### src/rtl/addsub_pkg.sv
// Shared types for the add/sub issue stage: opcode and output-register state encodings.
package addsub_pkg;

  localparam int ADDSUB_W = 32;

  typedef enum logic [1:0] {
    OP_ADD = 2'd0,
    OP_SUB = 2'd1,
    OP_ACC = 2'd2,
    OP_CLR = 2'd3
  } op_t;

  typedef enum logic {
    ST_EMPTY = 1'b0,
    ST_FULL  = 1'b1
  } state_t;

endpackage

### src/rtl/addsub32.sv
// 32-bit ripple-carry adder/subtractor: ans = A + (B ^ SUB) + SUB, with carry out
// and signed overflow taken from the carries into and out of the MSB.
module addsub32 (
  input  logic [31:0] A,
  input  logic [31:0] B,
  input  logic        SUB,
  output logic [31:0] ans,
  output logic        cout,
  output logic        V
);

  logic [31:0] b_eff;
  logic [31:0] sum_bits;
  logic        carry_msb_in;
  logic        carry_out;

  assign b_eff = B ^ {32{SUB}};

  // The carry lives in a block-local variable so the chain is one ordered ripple.
  always_comb begin
    logic carry;
    carry        = SUB;
    carry_msb_in = 1'b0;
    sum_bits     = '0;
    for (int i = 0; i < 32; i++) begin
      if (i == 31) carry_msb_in = carry;
      sum_bits[i] = A[i] ^ b_eff[i] ^ carry;
      carry       = (A[i] & b_eff[i]) | (carry & (A[i] ^ b_eff[i]));
    end
    carry_out = carry;
  end

  assign ans  = sum_bits;
  assign cout = carry_out;
  assign V    = carry_msb_in ^ carry_out;

endmodule

### src/rtl/addsub_stage.sv
// Registered valid/ready stage around addsub32 with a running accumulator.
// Define ADDSUB_STICKY_V_EN to make out_v accumulate overflows until CLR or reset.
module addsub_stage
  import addsub_pkg::*;
#(
  parameter int WIDTH = ADDSUB_W
) (
  input  logic             clk,
  input  logic             rst,
  input  logic             in_valid,
  output logic             in_ready,
  input  logic [1:0]       in_op,
  input  logic [WIDTH-1:0] in_a,
  input  logic [WIDTH-1:0] in_b,
  output logic             out_valid,
  input  logic             out_ready,
  output logic [WIDTH-1:0] out_ans,
  output logic             out_cout,
  output logic             out_v,
  output logic             out_z,
  output logic             out_n,
  output logic [WIDTH-1:0] acc
);

  if (WIDTH != ADDSUB_W) begin : g_bad_width
    $error("addsub_stage: WIDTH must be 32");
  end

  state_t           state_reg;
  logic [WIDTH-1:0] ans_reg;
  logic             cout_reg;
  logic             v_reg;
  logic [WIDTH-1:0] acc_reg;

  op_t              op;
  logic [WIDTH-1:0] op_a;
  logic [WIDTH-1:0] op_b;
  logic             op_sub;
  logic [WIDTH-1:0] sum;
  logic             sum_cout;
  logic             sum_v;
  logic             v_next;
  logic             in_xfer;
  logic             out_xfer;

  assign op        = op_t'(in_op);
  assign out_valid = (state_reg == ST_FULL);
  assign in_ready  = !out_valid || out_ready;
  assign in_xfer   = in_valid && in_ready;
  assign out_xfer  = out_valid && out_ready;

  always_comb begin
    op_a   = in_a;
    op_b   = in_b;
    op_sub = 1'b0;
    unique case (op)
      OP_ADD: begin op_a = in_a;    op_b = in_b; op_sub = 1'b0; end
      OP_SUB: begin op_a = in_a;    op_b = in_b; op_sub = 1'b1; end
      OP_ACC: begin op_a = acc_reg; op_b = in_a; op_sub = 1'b0; end
      OP_CLR: begin op_a = '0;      op_b = '0;   op_sub = 1'b0; end
      default: ;
    endcase
  end

  addsub32 u_adder (
    .A    (op_a),
    .B    (op_b),
    .SUB  (op_sub),
    .ans  (sum),
    .cout (sum_cout),
    .V    (sum_v)
  );

`ifdef ADDSUB_STICKY_V_EN
  // v_reg doubles as the sticky overflow flag; CLR is the only non-reset clear.
  assign v_next = (op == OP_CLR) ? 1'b0 : (v_reg | sum_v);
`else
  assign v_next = sum_v;
`endif

  always_ff @(posedge clk or posedge rst) begin
    if (rst) begin
      state_reg <= ST_EMPTY;
      ans_reg   <= '0;
      cout_reg  <= 1'b0;
      v_reg     <= 1'b0;
      acc_reg   <= '0;
    end else begin
      if (in_xfer) begin
        ans_reg  <= sum;
        cout_reg <= sum_cout;
        v_reg    <= v_next;
        if (op == OP_ACC)      acc_reg <= sum;
        else if (op == OP_CLR) acc_reg <= '0;
      end
      unique case (state_reg)
        ST_EMPTY: if (in_xfer)              state_reg <= ST_FULL;
        ST_FULL:  if (out_xfer && !in_xfer) state_reg <= ST_EMPTY;
        default:                            state_reg <= ST_EMPTY;
      endcase
    end
  end

  assign out_ans  = ans_reg;
  assign out_cout = cout_reg;
  assign out_v    = v_reg;
  assign out_z    = (ans_reg == '0);
  assign out_n    = ans_reg[WIDTH-1];
  assign acc      = acc_reg;

endmodule

### config.mk
export PLATFORM = sky130hd
export DESIGN_NAME = addsub_stage
export DESIGN_NICKNAME = d
export VERILOG_FILES = /design/src/rtl/addsub_pkg.sv /design/src/rtl/addsub32.sv /design/src/rtl/addsub_stage.sv
export SDC_FILE = /design/constraint.sdc
export NUM_CORES = 1
export LEC_CHECK = 0
export ABC_CLOCK_PERIOD_IN_PS = 16500
export BUFFER_PORTS_ARGS = -buffer_cell sky130_fd_sc_hd__buf_2
export CORE_ASPECT_RATIO = 0.75
export CORE_MARGIN = 2
export CORE_UTILIZATION = 54
export CTS_CLUSTER_DIAMETER = 200
export DETAILED_ROUTE_END_ITERATION = 10
export GPL_ROUTABILITY_DRIVEN = 0
export PLACE_DENSITY = 0.79
export REMOVE_ABC_BUFFERS = 1
export SLEW_MARGIN = 20
export SYNTH_ARGS = -nofsm -noshare
export SYNTH_HDL_FRONTEND = slang
export SYNTH_HIERARCHICAL = 1
export SYNTH_SLANG_ARGS = --single-unit
### constraint.sdc
create_clock -name clk -period 16.5 [get_ports clk]
set_clock_uncertainty 0.05 [all_clocks]
set_input_delay 1.65 -clock clk [delete_from_list [all_inputs] [get_ports clk]]
set_output_delay 1.65 -clock clk [all_outputs]
set_load 0.02 [all_outputs]
==> flow_summary.ini, run 1 <==
[power_and_ir_drop]
swShare = 0.405
cellInternalPower_w = 0.000489
power_switching_w = 0.000333
power.ir.vdd_worst_uv = 65.1
clockPowerShare = 0.213
power_density_nw_per_um2 = 135
power.static_leakage_nw = 3.16
comb_power_share = 0.442
sequentialPowerShare = 0.345

[clock_network]
hold_buffers = 0
cts_root_buf = clkbuf_16
clock_latency_ps = 340
worst_setup_hold_path_clk_slew_ps = 60
post_cts.resized_instances = 0
cts.path.max_buffers = 2
clock_tree_from_tritoncts = done
cts-buffers-inserted = 9
cts.sink_count = 67
cts_post_setup_buffers_inserted = 0
clock_tree.htree_level_count = 3

[setup_path]
worstPathArrival_ps = 15500
worst_setup_path_start_kind = input port
reg2reg_slack_ps = 2820
cpMaxStageDelayCell = fa_1
critical_path.most_common_cell = fa_1
data_required_time_of_the_worst_path_ps = 16670
timing.critical_path.slowest_cell_delay_ps = 440
cp-end-kind = register
critical_path_class = in -> reg
timing.critical_path.fanout_max = 17

[placement]
total_placed_instance_area_sq_um = 5840
post-dp-hpwl_um = 9170
portBuffers = 139

[finish]
synthToLayoutAreaGrowth_pct = 16.7
finish.instance_area_sq_um = 6100
drive_gt1_frac = 0.309
nets = 758
diodes = 0

[die]
top_level_ports = 140
std_cell_rows = 31
die_area_sq_um = 10500
initial_core_util = 0.548
die_width_um = 118
die_height_um = 89.2
core_area_sq_um = 9540

[routing]
detail_route.wl_per_cell_um = 15.8
postRouteAntennaNets = 0
avgViaCountPerCell = 4.99
drc = 0
drc_marker_count_from_the_first_detailed_route_iteration = 150
routed_wl_um = 12500
firstDrtPassIters = 6
routed-via-count = 3961

[yosys]
avg_synthesized_cell_area_sq_um = 9.81
synth_largest_area_cell = dfrtp_1
yosysUniqueCellTypes = 30
synth_enable_flop_cells = 0
synth.top_cell.area_share = 0.321
synth_sequential_area_ratio = 0.321
ys_warn_count = 6
synth_async_sr_flop_share = 1.00
ys_ff_latch = 67
syn-cell-area_sq_um = 5230
synthCells = 533
synth_top_flop_cell = dfrtp_1
yosys-top-cells-area = dfrtp_1 32%, fa_1 12%, inv_1 9.0%, mux2_4 8.6%, mux2_1 6.5%

[sta]
finalHoldViolations = 0
timing.final.max_slew_violations = 0
setup_failing_eps_final = 0
fin_tns_setup_ps = 0
worst_slew_pin_slew_ps = 898
timing.final.crit_period_ps = 15330
maxClockFrequency_mhz = 65.2
portion_of_the_clock_cycle_consumed_by_the_worst_path_in_the_final_layout = 0.929
max_slew_margin = 0.401
grt_setup_unrepaired = false

[global_routing]
grt_remaining_overflow = 0
first_global_vias = 3985
antenna_violations_before_repair = 0
grt_first_pass_wirelength_um = 20100
grt_usage = 0.249
grt_max_degree = 68

[flow_run]
max_cap_viol_count = 0

[status]
run_status = finished, final reports clean

[hold_path]
min-delay-path-class = reg -> reg
[worst paths after layout]
check	start	to	cells past startpoint
worst min-delay path	out_v	out_v	1
worst max register to register	acc[0]	acc[31]	39
worst max-delay path	in_op[0]	acc[31]	41
worst min register to register	out_v	out_v	1
min in group asynchronous	rst	out_ans[31]	3
max in group asynchronous	rst	acc[23]	3
[per-stage QoR]
| step | utilization | total power (W) | hold slack (ps) | setup WS, ps | cells |
|---|---|---|---|---|---|
| floorplan | - | 0.000514 | 565 | 65.5 | 501 |
| global placement | 0.612 | 0.000636 | 427 | 1220 | 778 |
| detailed placement | 0.612 | 0.000649 | 445 | 922 | 778 |
| CTS | 0.639 | 0.000827 | 456 | 1210 | 793 |
| global route | 0.639 | 0.000873 | 454 | 796 | 793 |
| finish | 0.639 | 0.000821 | 454 | 1170 | 793 |
[area by class of cell]
| class | count | area (sq um) |
|---|---|---|
| multi-input combinational | 308 | 2780 |
| clock inverter | 3 | 15.0 |
| tap | 132 | 165 |
| inverter | 126 | 473 |
| sequential | 67 | 1680 |
| fill | 830 | 3440 |
| timing repair buffer | 145 | 741 |
| clock buffer | 12 | 246 |
[power groups by stage]
stage	Sequential [W]	Combinational, W	Clock [W]
detailed placement	0.000285	0.000364	0
finish	0.000284	0.000363	0.000175
global placement	0.000282	0.000354	0
CTS	0.000283	0.000366	0.000178
floorplan	0.000355	0.000159	0
global route	0.000293	0.000395	0.000185
[worst max-delay path: cells and delay by family]
family          cells  cell delay (ps)
fa+ha+maj          31            12220
simple gates        3              600
buf+inv             4              410
compound gates      1              170
mux                 2              420
[synthesized netlist by cell type (2+ instances only)]
cell	n
buf_4	3
fa_1	31
mux2_2	6
dfrtp_1	67
buf_2	5
nor4_1	8
buf_8	7
buf_6	9
xor2_1	3
mux2_1	30
o21ai_0	35
xnor2_2	2
xnor2_1	28
o21ai_2	2
nand4_1	2
inv_1	126
o21ai_1	27
mux2_4	30
nand3b_1	22
nor2b_1	33
nand2_1	42
clkbuf_1	7
[routing by layer]
| layer | share of wire | wire (um) | global-route usage | vias up |
|---|---|---|---|---|
| met2 | 0.46 | 5800 | 0.411 | 136 |
| met3 | 0.065 | 815 | 0.0676 | 15 |
| met4 | 0.011 | 134 | 0.0701 | 0 |
| met1 | 0.46 | 5770 | 0.330 | 1928 |
| li1 | - | - | - | 1882 |
| met5 | 0 | 0 | 0 | - |
[placed cells by master, fill, tap and decap left out, types with 3 or more instances in the layout]
cell / instances
xor2_1: 3
mux2_1: 30
clkinv_2: 3
buf_4: 6
inv_1: 125
fa_1: 31
buf_2: 139
o21ai_0: 35
nand2_1: 42
nand3b_1: 22
mux2_2: 6
nor2b_1: 32
nor4_1: 8
o21ai_1: 27
dfrtp_1: 67
mux2_4: 30
xnor2_1: 28
clkbuf_16: 9
[cells by family (layout without fill, tap and decap cells)]
logic type | count (synthesis) | after routing | synth area share
AO/OA/AOI/OAI | 64 | 64 | 0.0627
XOR/XNOR | 33 | 33 | 0.0582
adder cells (fa/ha/maj) | 31 | 31 | 0.119
buffers and inverters | 158 | 286 | 0.148
flip-flops | 67 | 67 | 0.321
multiplexers | 67 | 67 | 0.166
AND/OR/NAND/NOR | 113 | 113 | 0.126
No activity file was read; power rests on OpenSTA's default activity.
==> run 2: changes to the inputs <==
- CORE_UTILIZATION: 54 -> 47
- PLACE_DENSITY: 0.79 -> 0.73
==> flow_summary.ini, run 2 (synthesized netlist as in run 1, its figures left out) <==
[die]
std_cell_rows = 33
die_width_um = 126
initial_core_util = 0.479
top_level_ports = 140
die_area_sq_um = 12000
core_area_sq_um = 10900
die_height_um = 95.3

[global_routing]
grt_usage = 0.222
antenna_violations_before_repair = 0
grt_remaining_overflow = 0
grt_max_degree = 72
grt_first_pass_wirelength_um = 20800
first_global_vias = 4017

[setup_path]
cpMaxStageDelayCell = fa_1
critical_path_class = in -> reg
data_required_time_of_the_worst_path_ps = 16660
worst_setup_path_start_kind = input port
worstPathArrival_ps = 15780
timing.critical_path.fanout_max = 24
cp-end-kind = register
timing.critical_path.slowest_cell_delay_ps = 450
critical_path.most_common_cell = fa_1

[placement]
portBuffers = 139
post-dp-hpwl_um = 9300
pre_cts_slack_ps = 655

[clock_network]
clock_tree_from_tritoncts = done
clock_tree.htree_level_count = 3
cts_post_setup_buffers_inserted = 0
cts.path.max_buffers = 2
cts_root_buf = clkbuf_16
cts.sink_count = 67
worst_setup_hold_path_clk_slew_ps = 60
cts-buffers-inserted = 9
clock_latency_ps = 330
hold_buffers = 0
post_cts.resized_instances = 0

[sta]
grt_setup_unrepaired = false
max_slew_margin = 0.425
timing.final.max_slew_violations = 0
worst_slew_pin_slew_ps = 863
setup_failing_eps_final = 0
timing.final.crit_period_ps = 15620
portion_of_the_clock_cycle_consumed_by_the_worst_path_in_the_final_layout = 0.947
finalHoldViolations = 0
postLayoutSetupSlackWorst_ps = 878
fin_tns_setup_ps = 0
maxClockFrequency_mhz = 64.0

[finish]
nets = 759
num-fill-cells = 968
layout_common_cells = 139 x buf_2, 125 x inv_1, 67 x dfrtp_1, 42 x nand2_1, 35 x o21ai_0
diodes = 0
drive_gt1_frac = 0.313
commonest_non_fill_non_tap_cell_in_the_layout = buf_2
synthToLayoutAreaGrowth_pct = 17.7

[routing]
routed_wl_um = 12700
routed-via-count = 3944
firstDrtPassIters = 4
postRouteAntennaNets = 0
drc_marker_count_from_the_first_detailed_route_iteration = 311
avgViaCountPerCell = 4.92
drc = 0
detail_route.wl_per_cell_um = 15.8

[power_and_ir_drop]
power_density_nw_per_um2 = 136
power.ir.vdd_worst_uv = 71.5
power.static_leakage_nw = 3.17

[status]
run_status = finished, final reports clean

[hold_path]
min-delay-path-class = reg -> reg

[flow_run]
max_cap_viol_count = 0
==> run 2: layout make-up <==
type,count,area (sq um),area share
clock buffers,9,225,0.0366
multi-input cells,308,2780,0.453
repair buffers,146,748,0.122
flip-flops and latches,67,1680,0.273
well taps,140,175,0.0285
inverters,126,473,0.0769
clock inverters,6,67.6,0.0110
==> run 2: worst max-delay path: cells and delay by family <==
family                   cells  cell delay, ps
AND/OR/NAND/NOR              3             460
multiplexers                 2             430
buffers and inverters        5             840
adder cells (fa/ha/maj)     31           12240
AO/OA/AOI/OAI                1             150
==> run 2: per-stage QoR <==
stage                     hold slack [ps]  cell area [sq um]  std cells   util  power [W]
final                                 457               6150        802  0.564   0.000839
after global placement                429               5860        787  0.537   0.000639
after detailed placement              441               5860        787  0.537   0.000650
after CTS                             454               6150        802  0.564   0.000844
after global routing                  473               6150        802  0.564   0.000893
after floorplan                       565               4930        501      -   0.000514
==> run 2: worst paths after layout <==
path / from / end / slack (ps) / cells past startpoint
setup / recovery: in_op[1] / acc[31] / 880 / 42
hold / removal: out_cout / out_cout / 460 / 1
setup reg to reg: acc[0] / acc[31] / 2730 / 39
hold reg to reg: out_cout / out_cout / 460 / 1
max in group asynchronous: rst / acc[15] / 14320 / 3
min in group asynchronous: rst / acc[31] / 1530 / 3
==> run 2: power by group <==
part | internal, W | switching, W
Clock | 0.000116 | 0.0000751
Sequential | 0.000228 | 0.0000576
Combinational | 0.000155 | 0.000206
==> run 2: layer usage <==
metal  wire (um)  vias up  global-route usage
li1            -     1878                   -
met3         806       15              0.0589
met1        5950     1931               0.315
met2        5780      120               0.347
met5           0        -                   0
met4         150        0              0.0458
==> run 3: changes to the inputs <==
- CORE_UTILIZATION: 47 -> 54
- MAX_ROUTING_LAYER: unset -> met4
- PLACE_DENSITY: 0.73 -> 0.82
- RECOVER_POWER: unset -> 25
==> flow_summary.ini, run 3 (synthesized netlist as in run 1, its figures left out) <==
[routing]
detail_route.wl_per_cell_um = 15.9
drc_marker_count_from_the_first_detailed_route_iteration = 241
routed-via-count = 4005
firstDrtPassIters = 6
drc = 0
routed_wl_um = 12700
avgViaCountPerCell = 5.03
postRouteAntennaNets = 0

[sta]
fin_tns_setup_ps = 0
setup_failing_eps_final = 0
max_slew_margin = -1.46
finalHoldViolations = 0
maxClockFrequency_mhz = 64.9
timing.final.crit_period_ps = 15420
worst_slew_pin_slew_ps = 3690
hold_ws_ps = 455
portion_of_the_clock_cycle_consumed_by_the_worst_path_in_the_final_layout = 0.934
grt_setup_unrepaired = false
timing.final.max_slew_violations = 68

[setup_path]
critical_path.most_common_cell = fa_1
critical_path_class = in -> reg
worstPathArrival_ps = 15580
worst_setup_path_start_kind = input port
timing.critical_path.slowest_cell_delay_ps = 450
reg2reg_slack_ps = 2820
cpMaxStageDelayCell = nor2b_4
timing.critical_path.fanout_max = 22
data_required_time_of_the_worst_path_ps = 16660
cp-end-kind = register

[status]
run_status = complete, but fails checks
violations_in_the_final_reports = capacitance limit, slew limit

[die]
die_width_um = 118
die_height_um = 89.2
top_level_ports = 140
std_cell_rows = 31
die_area_sq_um = 10500
initial_core_util = 0.548
core_area_sq_um = 9540

[clock_network]
cts-buffers-inserted = 9
post_cts.resized_instances = 0
worst_setup_hold_path_clk_slew_ps = 60
clock_latency_ps = 330
cts.path.max_buffers = 2
clock_tree.htree_level_count = 3
hold_buffers = 0
cts_root_buf = clkbuf_16
cts_post_setup_buffers_inserted = 0
clock_tree_from_tritoncts = done
cts.sink_count = 67

[global_routing]
grt_first_pass_wirelength_um = 20700
grt_max_degree = 84
grt_usage = 0.263
antenna_violations_before_repair = 1
grt_remaining_overflow = 0
first_global_vias = 4105

[power_and_ir_drop]
power.ir.vdd_worst_uv = 72.4
power_density_nw_per_um2 = 136
finalPower_w = 0.000836
power.static_leakage_nw = 3.16

[placement]
post-dp-hpwl_um = 9020
total_placed_instance_area_sq_um = 5850
portBuffers = 139

[flow_run]
max_cap_viol_count = 1

[finish]
synthToLayoutAreaGrowth_pct = 17.2
commonest_non_fill_non_tap_cell_in_the_layout = buf_2
finish.instance_area_sq_um = 6130
drive_gt1_frac = 0.309
nets = 759
layout_common_cells = 139 x buf_2, 126 x inv_1, 67 x dfrtp_1, 42 x nand2_1, 35 x o21ai_0

[hold_path]
min-delay-path-class = reg -> reg
## run 3: cell types whose count changed in the layout (fill, tap and decap cells not counted)
cell / before / now
clkinv_4: 2 / 0
inv_1: 125 / 126
nand2b_1: 1 / 2
clkbuf_8: 0 / 2
buf_4: 7 / 6
diode_2: 0 / 1
nand2b_4: 1 / 0
inv_6: 0 / 1
inv_2: 1 / 0
bufinv_16: 1 / 0
clkinvlp_4: 2 / 3
clkbuf_1: 0 / 1
## run 3: path summary, 6_finish.rpt
path                           from          end  depth (start not counted)
max                        in_op[0]      acc[31]                         41
min reg2reg                   out_v        out_v                          1
max reg2reg                  acc[0]      acc[31]                         39
min                           out_v        out_v                          1
max in group asynchronous       rst  out_ans[12]                          3
min in group asynchronous       rst   out_ans[0]                          3
## run 3: layer usage
layer	GRT usage	routed length (um)	vias up
met2	0.406	5860	153
met3	0.0644	1030	12
met1	0.357	5690	1960
met4	0.0591	110	0
met5	-	0	-
li1	-	-	1880
## run 3: layout make-up
class,instances,area [sq um]
clock inverters,5,36.3
clock buffers,11,253
repair buffers,146,744
flip-flops and latches,67,1680
fillers,811,3410
inverters,126,473
multi-input cells,308,2780
diodes,1,2.50
well taps,132,165
## run 3: worst max-delay path, delay by kind of cell
kind / cells / cell delay, ps
muxes: 2 / 450
buffers and inverters: 4 / 430
adders and majority gates: 31 / 12180
AOI/OAI and AO/OA: 1 / 180
and+or+nand+nor: 3 / 680
## run 3: stage by stage
stage,cells,util,setup slack (ps)
2_1_floorplan,501,-,65.5
3_3_place_gp,779,0.613,1140
3_5_place_dp,779,0.613,889
4_1_cts,795,0.643,1130
5_1_grt,796,0.642,456
6_report,796,0.642,1080
## run 3: where the power goes
| part | switching [W] | internal, W | total, W | leakage, nW |
|---|---|---|---|---|
| Clock | 0.0000758 | 0.000110 | 0.000186 | 0.134 |
| Sequential | 0.0000587 | 0.000228 | 0.000287 | 0.828 |
| Combinational | 0.000206 | 0.000156 | 0.000362 | 2.20 |
